$ cat src/rtl/ddr_rd_arbiter_pkg.sv
// ddr_rd_arbiter shared types
// States, grant IDs and default widths.
package ddr_rd_arbiter_pkg;

    localparam int DDR_ADDR_WIDTH = 28;
    localparam int LEN_WIDTH      = 8;

    typedef enum logic [1:0] {
        IDLE  = 2'd0,
        ISSUE = 2'd1,
        BURST = 2'd2,
        DONE  = 2'd3
    } state_e;

    typedef enum logic {
        GRANT_INS = 1'b0,
        GRANT_DAT = 1'b1
    } grant_e;

endpackage

$ cat src/rtl/ddr_rd_arbiter_if.sv
// ddr_rd_arbiter bus bundle
// Cache request side plus DDR command/return side.
interface ddr_rd_arbiter_if
    import ddr_rd_arbiter_pkg::*;
#(
    parameter int AW = DDR_ADDR_WIDTH,
    parameter int LW = LEN_WIDTH
);
    logic          ins_read_req;
    logic [AW-1:0] ins_read_addr;
    logic [LW-1:0] ins_read_len;
    logic          ins_reading;
    logic          ins_beat_valid;
    logic          ins_done;

    logic          dat_read_req;
    logic [AW-1:0] dat_read_addr;
    logic [LW-1:0] dat_read_len;
    logic          dat_reading;
    logic          dat_beat_valid;
    logic          dat_done;

    logic [LW-1:0] beat_cnt;

    logic          ddr_rd_req;
    logic [AW-1:0] ddr_rd_addr;
    logic [LW-1:0] ddr_rd_len;
    logic          ddr_rd_ack;
    logic          ddr_rd_data_valid;
    logic          ddr_rd_finish;

    logic          err_len;

    modport slave (
        input  ins_read_req, ins_read_addr, ins_read_len,
        output ins_reading, ins_beat_valid, ins_done,
        input  dat_read_req, dat_read_addr, dat_read_len,
        output dat_reading, dat_beat_valid, dat_done,
        output beat_cnt,
        output ddr_rd_req, ddr_rd_addr, ddr_rd_len,
        input  ddr_rd_ack, ddr_rd_data_valid, ddr_rd_finish,
        output err_len
    );

    modport master (
        output ins_read_req, ins_read_addr, ins_read_len,
        input  ins_reading, ins_beat_valid, ins_done,
        output dat_read_req, dat_read_addr, dat_read_len,
        input  dat_reading, dat_beat_valid, dat_done,
        input  beat_cnt,
        input  ddr_rd_req, ddr_rd_addr, ddr_rd_len,
        output ddr_rd_ack, ddr_rd_data_valid, ddr_rd_finish,
        input  err_len
    );
endinterface

$ cat src/rtl/ddr_rd_arbiter_rr_arb2.sv
// rr_arb2: two-input round-robin picker
// Ties go to the requester not granted last.
module ddr_rd_arbiter_rr_arb2
    import ddr_rd_arbiter_pkg::*;
(
    input  logic   clk,
    input  logic   rst,
    input  logic   req_ins_i,
    input  logic   req_dat_i,
    input  logic   upd_i,
    input  grant_e upd_grant_i,
    output logic   valid_o,
    output grant_e grant_o
);
    grant_e last_q;
    grant_e last_d;

    // remember the most recently served requester
    always_ff @(posedge clk) begin
        if (rst) last_q <= GRANT_DAT;
        else     last_q <= last_d;
    end

    // pick and next last_grant
    always_comb begin
        last_d  = last_q;
        valid_o = req_ins_i | req_dat_i;
        grant_o = GRANT_INS;
        if (upd_i) last_d = upd_grant_i;
        if (req_ins_i && req_dat_i)
            grant_o = (last_q == GRANT_DAT) ? GRANT_INS : GRANT_DAT;
        else if (req_dat_i)
            grant_o = GRANT_DAT;
    end
endmodule

$ cat src/rtl/ddr_rd_arbiter.sv
// ddr_rd_arbiter: shares one DDR read-burst channel
// between the instruction and data caches.
module ddr_rd_arbiter
    import ddr_rd_arbiter_pkg::*;
#(
    parameter int DDR_ADDR_WIDTH = ddr_rd_arbiter_pkg::DDR_ADDR_WIDTH,
    parameter int LEN_WIDTH      = ddr_rd_arbiter_pkg::LEN_WIDTH
)(
    input logic             clk,
    input logic             rst,
    ddr_rd_arbiter_if.slave bus
);
    localparam int AW = DDR_ADDR_WIDTH;
    localparam int LW = LEN_WIDTH;

    state_e        state_q, state_d;
    grant_e        grant_q, grant_d;
    logic          reading_q, reading_d;
    logic [AW-1:0] addr_q, addr_d;
    logic [LW-1:0] len_q, len_d;
    logic [LW-1:0] cnt_q, cnt_d;
    logic          err_q, err_d;
    logic          finw_q, finw_d;

    logic          pick_valid;
    grant_e        pick;
    logic          upd;
    logic          fwd;
    logic          fin;
    logic [LW-1:0] rcv;
    logic [LW-1:0] sel_len;

    ddr_rd_arbiter_rr_arb2 u_rr_arb2 (
        .clk         (clk),
        .rst         (rst),
        .req_ins_i   (bus.ins_read_req),
        .req_dat_i   (bus.dat_read_req),
        .upd_i       (upd),
        .upd_grant_i (grant_q),
        .valid_o     (pick_valid),
        .grant_o     (pick)
    );

    // finw_q: burst closed on its last beat before the DDR
    // finish pulse; beats until finish are surplus and dropped
    assign fwd = (state_q == BURST) & bus.ddr_rd_data_valid & ~finw_q;
    assign fin = bus.ddr_rd_finish & ~finw_q;
    assign rcv = cnt_q + LW'(fwd);
    assign sel_len = (pick == GRANT_INS) ? bus.ins_read_len
                                         : bus.dat_read_len;

    // state and datapath registers
    always_ff @(posedge clk) begin
        if (rst) begin
            state_q   <= IDLE;
            grant_q   <= GRANT_INS;
            reading_q <= 1'b0;
            addr_q    <= '0;
            len_q     <= '0;
            cnt_q     <= '0;
            err_q     <= 1'b0;
            finw_q    <= 1'b0;
        end else begin
            state_q   <= state_d;
            grant_q   <= grant_d;
            reading_q <= reading_d;
            addr_q    <= addr_d;
            len_q     <= len_d;
            cnt_q     <= cnt_d;
            err_q     <= err_d;
            finw_q    <= finw_d;
        end
    end

    // next-state logic
    always_comb begin
        state_d   = state_q;
        grant_d   = grant_q;
        reading_d = reading_q;
        addr_d    = addr_q;
        len_d     = len_q;
        cnt_d     = cnt_q;
        err_d     = err_q;
        finw_d    = finw_q;
        upd       = 1'b0;
        if (finw_q) begin
            if (bus.ddr_rd_data_valid) err_d  = 1'b1;
            if (bus.ddr_rd_finish)     finw_d = 1'b0;
        end
        unique case (state_q)
            IDLE: begin
                if (pick_valid) begin
                    grant_d   = pick;
                    reading_d = 1'b1;
                    addr_d    = (pick == GRANT_INS) ? bus.ins_read_addr
                                                    : bus.dat_read_addr;
                    len_d     = sel_len;
                    state_d   = (sel_len == '0) ? DONE : ISSUE;
                end
            end
            ISSUE: begin
                if (bus.ddr_rd_ack) begin
                    state_d = BURST;
                    cnt_d   = '0;
                end
            end
            BURST: begin
                if (fwd) cnt_d = cnt_q + 1'b1;
                if (fin) begin
                    state_d = DONE;
                    if (rcv != len_q) err_d = 1'b1;
                end else if (fwd && (cnt_q == len_q - 1'b1)) begin
                    state_d = DONE;
                    finw_d  = 1'b1;
                end
            end
            DONE: begin
                reading_d = 1'b0;
                upd       = 1'b1;
                state_d   = IDLE;
            end
        endcase
    end

    assign bus.ins_reading    = reading_q & (grant_q == GRANT_INS);
    assign bus.dat_reading    = reading_q & (grant_q == GRANT_DAT);
    assign bus.ins_beat_valid = fwd & (grant_q == GRANT_INS);
    assign bus.dat_beat_valid = fwd & (grant_q == GRANT_DAT);
    assign bus.ins_done = (state_q == DONE) & (grant_q == GRANT_INS);
    assign bus.dat_done = (state_q == DONE) & (grant_q == GRANT_DAT);
    assign bus.beat_cnt    = fwd ? cnt_q : '0;
    assign bus.ddr_rd_req  = (state_q == ISSUE);
    assign bus.ddr_rd_addr = addr_q;
    assign bus.ddr_rd_len  = len_q;
    assign bus.err_len     = err_q;
endmodule

$ cat src/flat_wrapper.sv
// flat-port wrapper written by rule: the top's interface ports become plain ports
module ddr_rd_arbiter_flat import ddr_rd_arbiter_pkg::*;
#(
    parameter int DDR_ADDR_WIDTH = ddr_rd_arbiter_pkg::DDR_ADDR_WIDTH,
    parameter int LEN_WIDTH      = ddr_rd_arbiter_pkg::LEN_WIDTH
)
  (clk, rst, bus_ins_read_req, bus_ins_read_addr, bus_ins_read_len, bus_ins_reading, bus_ins_beat_valid, bus_ins_done, bus_dat_read_req, bus_dat_read_addr, bus_dat_read_len, bus_dat_reading, bus_dat_beat_valid, bus_dat_done, bus_beat_cnt, bus_ddr_rd_req, bus_ddr_rd_addr, bus_ddr_rd_len, bus_ddr_rd_ack, bus_ddr_rd_data_valid, bus_ddr_rd_finish, bus_err_len);
  ddr_rd_arbiter_if bus_i ();
  input logic clk;
  input logic rst;
  input wire logic [$bits(bus_i.ins_read_req)-1:0] bus_ins_read_req;
  input wire logic [$bits(bus_i.ins_read_addr)-1:0] bus_ins_read_addr;
  input wire logic [$bits(bus_i.ins_read_len)-1:0] bus_ins_read_len;
  output wire logic [$bits(bus_i.ins_reading)-1:0] bus_ins_reading;
  output wire logic [$bits(bus_i.ins_beat_valid)-1:0] bus_ins_beat_valid;
  output wire logic [$bits(bus_i.ins_done)-1:0] bus_ins_done;
  input wire logic [$bits(bus_i.dat_read_req)-1:0] bus_dat_read_req;
  input wire logic [$bits(bus_i.dat_read_addr)-1:0] bus_dat_read_addr;
  input wire logic [$bits(bus_i.dat_read_len)-1:0] bus_dat_read_len;
  output wire logic [$bits(bus_i.dat_reading)-1:0] bus_dat_reading;
  output wire logic [$bits(bus_i.dat_beat_valid)-1:0] bus_dat_beat_valid;
  output wire logic [$bits(bus_i.dat_done)-1:0] bus_dat_done;
  output wire logic [$bits(bus_i.beat_cnt)-1:0] bus_beat_cnt;
  output wire logic [$bits(bus_i.ddr_rd_req)-1:0] bus_ddr_rd_req;
  output wire logic [$bits(bus_i.ddr_rd_addr)-1:0] bus_ddr_rd_addr;
  output wire logic [$bits(bus_i.ddr_rd_len)-1:0] bus_ddr_rd_len;
  input wire logic [$bits(bus_i.ddr_rd_ack)-1:0] bus_ddr_rd_ack;
  input wire logic [$bits(bus_i.ddr_rd_data_valid)-1:0] bus_ddr_rd_data_valid;
  input wire logic [$bits(bus_i.ddr_rd_finish)-1:0] bus_ddr_rd_finish;
  output wire logic [$bits(bus_i.err_len)-1:0] bus_err_len;
  assign bus_i.ins_read_req = bus_ins_read_req;
  assign bus_i.ins_read_addr = bus_ins_read_addr;
  assign bus_i.ins_read_len = bus_ins_read_len;
  assign bus_ins_reading = bus_i.ins_reading;
  assign bus_ins_beat_valid = bus_i.ins_beat_valid;
  assign bus_ins_done = bus_i.ins_done;
  assign bus_i.dat_read_req = bus_dat_read_req;
  assign bus_i.dat_read_addr = bus_dat_read_addr;
  assign bus_i.dat_read_len = bus_dat_read_len;
  assign bus_dat_reading = bus_i.dat_reading;
  assign bus_dat_beat_valid = bus_i.dat_beat_valid;
  assign bus_dat_done = bus_i.dat_done;
  assign bus_beat_cnt = bus_i.beat_cnt;
  assign bus_ddr_rd_req = bus_i.ddr_rd_req;
  assign bus_ddr_rd_addr = bus_i.ddr_rd_addr;
  assign bus_ddr_rd_len = bus_i.ddr_rd_len;
  assign bus_i.ddr_rd_ack = bus_ddr_rd_ack;
  assign bus_i.ddr_rd_data_valid = bus_ddr_rd_data_valid;
  assign bus_i.ddr_rd_finish = bus_ddr_rd_finish;
  assign bus_err_len = bus_i.err_len;
  ddr_rd_arbiter #(.DDR_ADDR_WIDTH(DDR_ADDR_WIDTH), .LEN_WIDTH(LEN_WIDTH)) u_core (.clk(clk), .rst(rst), .bus(bus_i));
endmodule
$ cat config.mk
export PLATFORM = sky130hd
export DESIGN_NAME = ddr_rd_arbiter_flat
export DESIGN_NICKNAME = d
export VERILOG_FILES = /design/src/rtl/ddr_rd_arbiter_pkg.sv /design/src/rtl/ddr_rd_arbiter_if.sv /design/src/rtl/ddr_rd_arbiter_rr_arb2.sv /design/src/rtl/ddr_rd_arbiter.sv /design/src/flat_wrapper.sv
export SDC_FILE = /design/constraint.sdc
export NUM_CORES = 1
export LEC_CHECK = 0
export ABC_AREA = 1
export BUFFER_PORTS_ARGS = -buffer_cell sky130_fd_sc_hd__buf_2
export CORE_UTILIZATION = 50
export DETAILED_ROUTE_END_ITERATION = 6
export PLACE_DENSITY_LB_ADDON = 0.3
export SLEW_MARGIN = 20
export SYNTH_ARGS = -nofsm -noshare
export SYNTH_HDL_FRONTEND = slang
export SYNTH_SLANG_ARGS = --single-unit
$ cat constraint.sdc
create_clock -name clk -period 6.56 [get_ports clk]
set_input_delay 0.328 -clock clk [delete_from_list [all_inputs] [get_ports clk]]
set_output_delay 0.328 -clock clk [all_outputs]
set_load 0.01 [all_outputs]
# --- Word level (Yosys, flattened, before mapping) ---
# Cells that the tools add are included.
classes:
  n_addsub: 3
  n_eq_ne: 9
  n_mux: 28
  bitwise: 12
  reduce_logical: 10
op_table:
  columns: ["op", "n"]
  rows:
  - ["$mux W8", 4]
  - ["$mux W28", 1]
  - ["$pmux W8 S2", 1]
  - ["$mux W1", 15]
  - ["$mux W2", 5]
  - ["$and A1 B1 Y1", 9]
  - ["$add A8 B1 Y8", 1]
  - ["$add A8 B1 Y8 const B", 1]
  - ["$eq A8 B8 Y1", 1]
  - ["$logic_not A8 Y1", 1]
  - ["$ne A8 B8 Y1", 1]
  - ["$pmux W2 S4", 1]
  - ["$sub A8 B1 Y8 const B", 1]
  - ["$ne A2 B1 Y1 const B", 3]
  - ["$reduce_and A3 Y1", 2]
  - ["$eq A2 B2 Y1 const B", 2]
  - ["$reduce_and A2 Y1", 2]
  - ["$reduce_bool A2 Y1", 2]
  - ["$ne A3 B2 Y1 const B", 1]
  - ["$eq A2 B1 Y1 const B", 1]
  - ["$logic_and A1 B1 Y1", 2]
  - ["$logic_not A2 Y1", 1]
  - ["$not A1 Y1", 2]
  - ["$pmux W1 S2", 1]
  - ["$or A1 B1 Y1", 1]
totals:
  ff_bits: 51
  out_inout_bits: 52
  word_cells: 71

# --- Depth between registers and ports, before layout ---
logic_depth:
  depth_word: 8
  depth_mapped: 15
  mapped_depth_nobuf: 14

# --- Modules after synthesis ---
# Synthesis repeated with hierarchy kept, for this count alone.
unflattened:
  hier_cells: 468
  area_unflattened_um2: 3171.8
by_module_without_submodules:
  columns: ["mod", "n_inst", "cells_each", "area_each_um2", "seq_area_each_um2"]
  rows:
  - ["ddr_rd_arbiter", 1, 460, 3118.0, 1001.0]
  - ["ddr_rd_arbiter_rr_arb2", 1, 8, 53.8, 20.0]

# --- Worst setup path after synthesis ---
# No wires, ideal clock.
synth_timing:
  kind: "reg-to-reg"
  startpoint: "register u_core.state_q[0]"
  endpoint: "register u_core.err_q, in the netlist u_core.bus.err_len"
  arrival_time_ps: 2026
  required_time_ps: 6442
  path_slack_ps: 4416
  path_stages_with_launch: 14
  path_cell_list: "dfxtp_1 > inv_1 > ha_1 > nand3_2 > buf_6 > clkinv_4 > ha_1 > ha_1 > xnor2_1 > nand2_1 > nor3b_1 > nand3_1 > nand2_1 > a21oi_1"
synth_between:
  elab_chain_len: 8
synth_rtl:
  columns: ["item", "line_no", "source"]
  rows:
  - ["from (decl)", "ddr_rd_arbiter.sv:16", "state_e state_q, state_d;"]
  - ["from (signal assigned)", "ddr_rd_arbiter.sv:64", "state_q <= state_d;"]
  - ["$eq A2 B2 Y1 (*)", "ddr_rd_arbiter.sv:46, ddr_rd_arbiter.sv:90", null]
  - ["$and A1 B1 Y1 (2 in series)", "ddr_rd_arbiter.sv:46", "assign fwd = (state_q == BURST) & bus.ddr_rd_data_valid & ~finw_q;"]
  - ["$add A8 B1 Y8", "ddr_rd_arbiter.sv:48", "assign rcv = cnt_q + LW'(fwd);"]
  - ["$ne A8 B8 Y1", "ddr_rd_arbiter.sv:111", "if (rcv != len_q) err_d = 1'b1;"]
  - ["$mux W1", "ddr_rd_arbiter.sv:111", null]
  - ["$mux W1", "ddr_rd_arbiter.sv:109", "if (fin) begin"]
  - ["$mux W1 (*)", "ddr_rd_arbiter.sv:90", "unique case (state_q)"]
  - ["to (signal assigned)", "ddr_rd_arbiter.sv:70", "err_q <= err_d;"]
  - ["to (decl)", "ddr_rd_arbiter.sv:22", "logic err_q, err_d;"]
# Every way passes the cells marked *; elsewhere a longest branch is shown, timed or not.
# A chain may end at the register's enable or synchronous reset.

# --- Worst setup path after layout ---
layout_timing:
  startpoint: "register u_core.u_rr_arb2.last_q"
  endpoint: "register u_core.state_q[1]"
layout_between:
  elab_chain_len: 7
layout_rtl:
  columns: ["item", "line_no", "source"]
  rows:
  - ["from (decl)", "ddr_rd_arbiter_rr_arb2.sv:15", "grant_e last_q;"]
  - ["from (signal assigned)", "ddr_rd_arbiter_rr_arb2.sv:21", "else last_q <= last_d;"]
  - ["$mux W1", "ddr_rd_arbiter_rr_arb2.sv:31", "grant_o = (last_q == GRANT_DAT) ? GRANT_INS : GRANT_DAT;"]
  - ["$mux W1", "ddr_rd_arbiter_rr_arb2.sv:30", "if (req_ins_i && req_dat_i)"]
  - ["$mux W8", "ddr_rd_arbiter.sv:49", "assign sel_len = (pick == GRANT_INS) ? bus.ins_read_len"]
  - ["$logic_not A8 Y1", "ddr_rd_arbiter.sv:98", "state_d = (sel_len == '0) ? DONE : ISSUE;"]
  - ["$mux W2", "ddr_rd_arbiter.sv:98", null]
  - ["$mux W2", "ddr_rd_arbiter.sv:92", "if (pick_valid) begin"]
  - ["$pmux W2 S4", "ddr_rd_arbiter.sv:90", null]
# Every way passes these cells. The select of a mux whose other input is x is not followed.

==> impl_metrics.toml <==
[status]
outcome = "completed"

[sta]
tightest_slew_ns = 1.03
max_freq_mhz = 398
period_share_pct = 38.3
fin_crit_ns = 2.51
grt_setup_unrepaired = "no"
hold_violations = 0
slew_headroom_pct = 31.2
skew_ns = 0.0120
finalSetupTns_ns = 0
maxSlewViolCount = 0
setup_viol = 0

[synthesis]
synth_mux_area_share_pct = 0
synth_area_leader_cell = "dfxtp_1"
synth_xor_area_share_pct = 4.33
yosysTopAreaCellShare_pct = 34.6
synth_ff_type = "dfxtp_1"
syn_inst = 441
synth_area_leaders = "dfxtp_1 35%, nand2_1 16%, o21ai_0 7.3%"
synth_nets = 528
ys_seq_area_share_pct = 34.6
yosysWarningCount = 0
synth_cell_types = 35
ys_seq_elements = 51
synth_adder_area_share_pct = 3.40
synth_area_um2 = 2950
synth-edff-count = 0
synth_area_per_cell_um2 = 6.68
ys_async_sr_fraction_pct = 0
synth_simple_gate_area_share_pct = 27.2
synth_top_family_by_area = "simple AND/OR/NAND/NOR gates"
synth-compound-area-share_pct = 20.1

[clocking]
tritoncts = "done"
clk_pin_slew_worst_paths_ns = 0.10
cts_buffers = 5
postCtsHoldBufs = 0
cts_sinks = 51
clk_latency_ns = 0.31
clockBufferDepth = 2
ctsHtreeMaxLevel = 2
post_cts_buffers = 0
post_cts_resized = 0
cts-root-buf = "clkbuf_8"

[placed_design]
place.port_buffers = 130
dpl-instance-area_um2 = 3590
dp.cells = 624
hpwl_mm = 5.95
gp_congestion = 0.979

[setup_path]
ff2ff_path_depth = 10
worst_setup_path_start_kind = "flop"
path_max_fanout = 42
arrival_ns = 2.72
required_ns = 6.77
end_kind = "flop"
path_cells = "nand2_1 > nand2_2 > inv_1 > nand2_1 > nand3_1 > nor2_1 > a21boi_1 > nand3_1 > nand2_1 > nor2_1"
cpMaxStageDelayCell = "inv_1"
crit_type = "flop to flop"
reg2reg_slack_ns = 4.05
crit_top_cell = "nand2_1"
cpPeakStageDelay_ns = 0.88
regToRegStartpoint = "u_core.u_rr_arb2.last_q"
rr_endpoint = "u_core.state_q[1]"

[power_and_ir_drop]
peakVddDrop_uv = 230
p_leak_nw = 1.95
power_mw = 1.39
powerDensity_nw_per_um2 = 376

[global_routing]
grt_first_pass_wirelength_mm = 13.1
grt_overflow_total = 0
grt_pass1_vias = 3008
grt_util_all_layers_pct = 26.2
grt_max_degree = 59
antenna_found_initial = 0

[layout]
area_growth_syn_to_layout_pct = 25.7
drive_gt1_share_pct = 28.2
stdcell_count = 632
finish.utilization_pct = 66.1
fin_nets = 646
diodes = 0
finalInstanceArea_um2 = 3700

[floorplan]
die_y_um = 78.8
die_area_um2 = 6210
placementRows = 27
start_util_pct = 52.6
core_um2 = 5610
die_w_um = 78.8
io_pins = 131

[hold_path]
min_from = "rst"
worstHoldEndpoint = "u_core.bus.err_len"
worstHoldPathCells = 2
min_path_type = "input pin to flop"

[routing]
ant_nets = 0
first_iter_violations = 164
wl_per_cell_um = 12.4
viasPerCell = 5.14
first_pass_iters = 4
wirelength_mm = 7.82
drc = 0
route.vias.total = 3246

[job]
max_cap_viol_count = 0
-- cell usage after synthesis (all sizes together), types with 2 or more instances --
master / n
clkbuf: 11
buf: 9
o21ai: 50
nand3: 14
dfxtp: 51
nand3b: 2
a31oi: 29
xnor2: 6
ha: 8
nand2: 131
inv: 50
nor2: 40
a21oi: 21
nor3: 5
xor2: 6
-- cell usage in the layout (no fill, tap or decap), drive strengths merged --
master,netlist,routed
nand4,1,1
ha,8,8
xnor3,1,1
bufinv,0,1
a22oi,1,1
a21boi,1,1
buf,9,131
xor2,6,6
a21oi,21,21
nand3b,2,2
nand2,131,131
nor3b,1,1
or2,1,1
clkinv,1,2
nor3,5,5
o21bai,1,1
xnor2,6,6
nand3,14,14
dfxtp,51,51
inv,50,51
nor2,40,40
clkbuf,11,5
a31oi,29,29
o21ai,50,50
-- worst max-delay path: cells and delay by family, from the launching register on --
kind / cells / cell delay, ns
compound gates: 1 / 0.14
simple gates: 8 / 1.07
buf+inv: 1 / 0.88
flops: 1 / 0.32
-- layout make-up --
type	count	area [um^2]
Tap cell	72	90.1
Sequential cell	51	1020
Timing Repair Buffer	131	658
Clock buffer	5	68.8
Clock inverter	3	47.5
Inverter	51	196
Multi-Input combinational cell	319	1620
Fill cell	535	1900
-- flip-flops by register name, summed over array words and instances, names as in the netlist --
signal / cells
u_core.bus.ddr_rd_addr: 28
u_core.bus.ddr_rd_len: 8
u_core.cnt_q: 8
u_core.state_q: 2
u_core.bus.err_len: 1
u_core.finw_q: 1
u_core.grant_q: 1
u_core.reading_q: 1
u_core.u_rr_arb2.last_q: 1
-- worst max-delay path by stage --
| stage | startpoint | endpoint | slack, ns | cells after the start |
|---|---|---|---|---|
| floorplan | u_core.state_q[0] | u_core.bus.err_len | 4.42 | 13 |
| CTS | u_core.u_rr_arb2.last_q | u_core.state_q[1] | 4.05 | 10 |
| global route | u_core.u_rr_arb2.last_q | u_core.state_q[1] | 3.68 | 10 |
| finish | u_core.u_rr_arb2.last_q | u_core.state_q[1] | 4.05 | 10 |
| global placement | bus_ins_read_req | u_core.state_q[1] | 3.96 | 11 |
| detailed placement | bus_ins_read_req | u_core.state_q[1] | 3.90 | 11 |
-- cell families (layout without fill, tap and decap cells) --
logic type      count (synthesis)  after routing
compound gates                103            103
xor+xnor                       13             13
fa+ha+maj                       8              8
buf+inv                        71            190
flops                          51             51
simple gates                  195            195
-- stage by stage --
stage,hold WS (ns),setup slack (ns)
2_1_floorplan,0.397,4.42
3_3_place_gp,0.442,3.96
3_5_place_dp,0.449,3.90
4_1_cts,0.206,4.05
5_1_grt,0.206,3.68
6_report,0.213,4.05
-- power breakdown --
group          switching (mW)  total [mW]  internal, mW
Sequential             0.0873       0.501         0.414
Combinational           0.406       0.667         0.261
Clock                   0.108       0.223         0.116
Total                   0.601        1.39         0.791
-- layer usage --
| metal | share of wire, % | up-vias | global-route usage [%] |
|---|---|---|---|
| met1 | 42 | 1460 | 30.6 |
| met4 | 1.2 | 0 | 6.30 |
| li1 | - | 1666 | - |
| met5 | 0 | - | 0 |
| met3 | 6.4 | 10 | 6.78 |
| met2 | 50 | 110 | 47.4 |
(Power assumes the default switching activity.)
